`src/rtl/i2c_byte_ctrl.sv`:
```
// Byte-level I2C master sequencer: START / STOP / WRITE / READ on 4-phase bit slots.
// Line drive is open-drain style: *_oe = 1 pulls the line low.
module i2c_byte_ctrl (
    input  logic       clk,
    input  logic       reset,
    input  logic       tick,
    input  logic       cmd_valid,
    output logic       cmd_ready,
    input  logic [2:0] cmd,
    input  logic [7:0] wr_data,
    input  logic       tx_nack,
    output logic [7:0] rd_data,
    output logic       rx_nack,
    output logic       done,
    output logic       busy,
    output logic       scl_oe,
    output logic       sda_oe,
    input  logic       sda_i
);
    typedef enum logic [2:0] {IDLE, START, STOP, WRITE, READ, FIN} state_t;

    state_t      state, state_n;
    logic [3:0]  slot, slot_n;
    logic [1:0]  phase, phase_n;
    logic        bad, bad_n;
    logic [7:0]  wbyte, sr;
    logic        txn, ack_q;
    logic        accept, op, last, load;
    logic [1:0]  lines_n;

    assign cmd_ready = (state == IDLE) && !bad;
    assign accept    = cmd_valid && cmd_ready;
    assign op        = (state == START) || (state == STOP) ||
                       (state == WRITE) || (state == READ);
    assign busy      = op || bad;
    assign done      = (state == FIN);
    assign last      = (state == START) || (state == STOP) || (slot == 4'd8);

    // {scl_oe, sda_oe} for a given phase of a given slot
    function automatic logic [1:0] levels(state_t st, logic [3:0] sl,
                                          logic [1:0] ph, logic [7:0] wb,
                                          logic tn);
        logic d;
        d = 1'b0;
        if (st == WRITE && sl < 4'd8) d = ~wb[3'd7 - sl[2:0]];
        if (st == READ && sl == 4'd8) d = ~tn;
        case (st)
            START:   levels = {ph == 2'd3, ph[1]};
            STOP:    levels = {ph == 2'd0, ph != 2'd3};
            default: levels = {(ph == 2'd0) || (ph == 2'd3), d};
        endcase
    endfunction

    always_comb begin
        state_n = state;
        slot_n  = slot;
        phase_n = phase;
        bad_n   = bad;
        load    = 1'b0;
        case (state)
            IDLE: begin
                if (bad) begin
                    bad_n   = 1'b0;
                    state_n = FIN;
                end else if (accept) begin
                    slot_n  = 4'd0;
                    phase_n = 2'd0;
                    load    = 1'b1;
                    case (cmd)
                        3'd1:    state_n = START;
                        3'd2:    state_n = STOP;
                        3'd3:    state_n = WRITE;
                        3'd4:    state_n = READ;
                        default: begin
                            bad_n = 1'b1;
                            load  = 1'b0;
                        end
                    endcase
                end
            end
            FIN: state_n = IDLE;
            default: begin
                if (tick) begin
                    if (phase == 2'd3) begin
                        if (last) begin
                            state_n = FIN;
                            slot_n  = 4'd0;
                            phase_n = 2'd0;
                        end else begin
                            slot_n  = slot + 4'd1;
                            phase_n = 2'd0;
                            load    = 1'b1;
                        end
                    end else begin
                        phase_n = phase + 2'd1;
                        load    = 1'b1;
                    end
                end
            end
        endcase
        lines_n = levels(state_n, slot_n, phase_n,
                         accept ? wr_data : wbyte,
                         accept ? tx_nack : txn);
    end

    always_ff @(posedge clk) begin
        if (reset) begin
            state   <= IDLE;
            slot    <= 4'd0;
            phase   <= 2'd0;
            bad     <= 1'b0;
            scl_oe  <= 1'b0;
            sda_oe  <= 1'b0;
            wbyte   <= 8'h00;
            txn     <= 1'b0;
            sr      <= 8'h00;
            ack_q   <= 1'b0;
            rd_data <= 8'h00;
            rx_nack <= 1'b0;
        end else begin
            state <= state_n;
            slot  <= slot_n;
            phase <= phase_n;
            bad   <= bad_n;
            if (load) {scl_oe, sda_oe} <= lines_n;
            if (accept) begin
                wbyte <= wr_data;
                txn   <= tx_nack;
            end
            // SDA is sampled on the tick that closes the SCL-high window
            if (tick && phase == 2'd2) begin
                if (state == WRITE && slot == 4'd8) ack_q <= sda_i;
                if (state == READ && slot < 4'd8) sr <= {sr[6:0], sda_i};
            end
            if (state_n == FIN && state == WRITE) rx_nack <= ack_q;
            if (state_n == FIN && state == READ)  rd_data <= sr;
        end
    end
endmodule

```
`config.mk`:
```
export PLATFORM = sky130hd
export DESIGN_NAME = i2c_byte_ctrl
export DESIGN_NICKNAME = d
export VERILOG_FILES = /design/src/rtl/i2c_byte_ctrl.sv
export SDC_FILE = /design/constraint.sdc
export NUM_CORES = 1
export LEC_CHECK = 0
export ABC_CLOCK_PERIOD_IN_PS = 4500
export CELL_PAD_IN_SITES_DETAIL_PLACEMENT = 2
export CELL_PAD_IN_SITES_GLOBAL_PLACEMENT = 2
export CORE_UTILIZATION = 36
export CTS_BUF_LIST = sky130_fd_sc_hd__clkbuf_8
export CTS_CLUSTER_SIZE = 10
export DETAILED_ROUTE_END_ITERATION = 8
export MAX_ROUTING_LAYER = met4
export PLACE_DENSITY_LB_ADDON = 0.1
export SKIP_CTS_REPAIR_TIMING = 1
export SLEW_MARGIN = 0
export SYNTH_ARGS = -nofsm -noshare
export SYNTH_HDL_FRONTEND = slang
export SYNTH_SLANG_ARGS = --single-unit
```
`constraint.sdc`:
```
create_clock -name clk -period 4.5 [get_ports clk]
set_input_delay 0.9 -clock clk [delete_from_list [all_inputs] [get_ports clk]]
set_output_delay 0.9 -clock clk [all_outputs]
set_load 0.05 [all_outputs]
```
==> reports/qor.yml <==
clocking:
  clk_pin_slew_ns: 0.08
  cts_root_buf: "clkbuf_8"
  insertion_delay_ns: 0.29
  cts_tree: "yes"
  clock_path_buffers: 2
  clock-sinks: 39
  numCtsBuffers: 5
  cts_max_level: 2
worst_hold_path:
  hold_depth: 2
  hold_path_end: "wbyte[1]"
  worstHoldPathType: "reg2reg"
  worstHoldStart: "wbyte[1]"
synthesis:
  synthMuxAreaShare_pct: 13.5
  synth_edf_count: 0
  syn_avg_cell_area_um2: 8.85
  async_flop_share_pct: 0
  synth_ff_type: "dfxtp_1"
  synth_area_um2: 2050
  synth_compound_area_share_pct: 16.1
  ys_ff_latch: 39
  synth_top_family_by_area: "simple AND/OR/NAND/NOR gates"
  ys.warnings.count: 0
  seq_area_frac_synth_pct: 38.0
  synthXorXnorAreaFrac_pct: 1.71
  yosys.area_share.simple_pct: 22.9
  syn_inst: 232
  yosysUniqueCellTypes: 50
  syn_nets: 255
  synth_fa_ha_area_share_pct: 3.66
routing:
  postRouteWirelength_um: 5840
  routed_via_density: 5.49
  firstDrtPassIters: 4
  dr.first_iter.drc_count: 40
  wl_per_cell_um: 17.5
  via_count: 1833
  drc_errors: 0
  ant_nets: 0
setup_path:
  cp-start-kind: "flip-flop"
  worstRegToRegCells: 10
  r2r-start: "state[2]"
  reg2reg_to: "sda_oe"
  worstPathMaxFanout: 19
  rrSetupSlack_ns: 1.41
  worst_ep_arrival_time_ns: 2.35
  crit_type: "reg2out"
  worstPathRequired_ns: 3.60
  critPathCaptureType: "output port"
global_route:
  gr-total-overflow: 0
  grt_antenna_before_repair: 0
  gr-usage-all-layers_pct: 21.9
  first_global_vias: 1952
  grt_max_degree: 26
  grt_pass1_wl_um: 10000
pwr:
  ir_drop_uv: 230
  powerDensity_nw_per_um2: 427
  p_leak_nw: 0.918
  power.total_mw: 1.09
die:
  core-area_um2: 5510
  die_h_um: 77.5
  rows: 27
  die_w_um: 77.5
  initial_core_util_pct: 37.3
  pin_count: 31
  die-area_um2: 6010
sta:
  hold_violations: 0
  finalClockSkew_ns: 0.0117
  fin_crit_sh_pct: 72.2
  period_needed_ns: 3.25
  setup_tns_ns: 0
  final_max_slew_viol_count: 0
  worst_pin_slew_ns: 0.771
  slew_headroom_pct: 48.6
  setup_viol: 0
  fmax_mhz: 308
  rsz0062_at_grt: "false"
place:
  dp_hpwl_um: 4060
  gp_congestion: 0.816
  port_buffers: 30
finish:
  diodes: 0
  nNetsFinal: 284
  drive_above_1_share_pct: 9.16
  final_common_cell: "dfxtp_1"
  area_growth_pct: 24.1
  most-common-layout-cells: "39 x dfxtp_1, 33 x nor2_1, 30 x clkdlybuf4s50_1"
job:
  maxCapViolCount: 0
status:
  status: "finished, final reports clean"
flip-flops by register name, summed over array words and instances (netlist names):
| register | flops |
|---|---|
| ack_q | 1 |
| bad | 1 |
| phase | 2 |
| rd_data | 8 |
| rx_nack | 1 |
| scl_oe | 1 |
| sda_oe | 1 |
| slot | 4 |
| sr | 8 |
| state | 3 |
| txn | 1 |
| wbyte | 8 |
power breakdown:
group | switching (mW) | leakage (nW) | internal (mW)
sequential | 0.0370 | 0.316 | 0.369
clock | 0.126 | 0.0644 | 0.221
combinational | 0.210 | 0.538 | 0.126
total | 0.373 | 0.918 | 0.715
final cells by class:
cell class	count	area, µm²
clock buffers	5	68.8
fillers	587	2960
multi-input cells	175	1190
repair buffers	33	323
inverters	7	26.3
flip-flops and latches	39	781
well taps	72	90.1
clock inverters	3	67.6
routing by layer:
metal / part of all wire, % / wire, µm / GRT usage, %
met2: 50 / 2900 / 37.0
met1: 48 / 2770 / 27.4
met4: 0.62 / 36 / 4.53
met5: 0 / 0 / -
met3: 2.2 / 131 / 3.53
synthesized netlist by cell type, types with 2 or more instances:
library cell / instances / area, µm²
dfxtp_1: 39 / 781
nor2_1: 33 / 124
nand2_1: 25 / 93.8
mux2i_1: 22 / 220
a21oi_1: 13 / 65.1
clkbuf_1: 8 / 30.0
inv_1: 7 / 26.3
ha_1: 6 / 75.1
nand2b_1: 5 / 31.3
o21ai_0: 5 / 25.0
a211oi_1: 4 / 30.0
nor2b_1: 4 / 25.0
a31oi_1: 3 / 18.8
mux2_2: 3 / 33.8
nor3_1: 3 / 15.0
nor4_1: 3 / 18.8
o211ai_1: 3 / 22.5
a21o_1: 2 / 15.0
a22oi_1: 2 / 15.0
and2_1: 2 / 12.5
buf_6: 2 / 22.5
nand3_1: 2 / 10.0
nand4b_1: 2 / 17.5
nor4_4: 2 / 42.5
o21ai_1: 2 / 10.0
o22ai_1: 2 / 12.5
o32ai_1: 2 / 17.5
or2_2: 2 / 12.5
xnor2_1: 2 / 17.5
xor2_1: 2 / 17.5
per-stage QoR:
stage               util (%)  instance area, µm²  instances  hold slack, ns  setup slack [ns]
finish                  46.3                2550        334           0.470              1.25
detailed placement      43.8                2410        326           0.457              1.17
global placement        43.8                2410        326           0.445              1.23
global route            46.3                2550        334           0.509              1.13
floorplan                  -                2050        232           0.433              1.79
CTS                     46.3                2550        334           0.479              1.22
worst max-delay path by stage:
stage / start / endpoint / slack [ns] / cells after the start
2_1_floorplan: state[2] / sda_oe / 1.79 / 11
3_3_place_gp: tick / sda_oe / 1.23 / 7
3_5_place_dp: tick / sda_oe / 1.17 / 7
4_1_cts: state[2] / cmd_ready / 1.22 / 2
5_1_grt: state[2] / cmd_ready / 1.13 / 2
6_report: state[2] / cmd_ready / 1.25 / 2
cell families after synthesis:
kind of cell / after synthesis
AND/OR/NAND/NOR: 91
XOR/XNOR: 4
buffers and inverters: 18
multiplexers: 26
AO/OA/AOI/OAI: 48
flip-flops: 39
adder cells (fa/ha/maj): 6
worst max-delay path, cell delays in order, from the launching register on:
cell and delay (ns):
dfxtp_1 0.56, nor4_4 0.59, clkdlybuf4s50_1 0.90
Power figures use the tool's default switching activity.
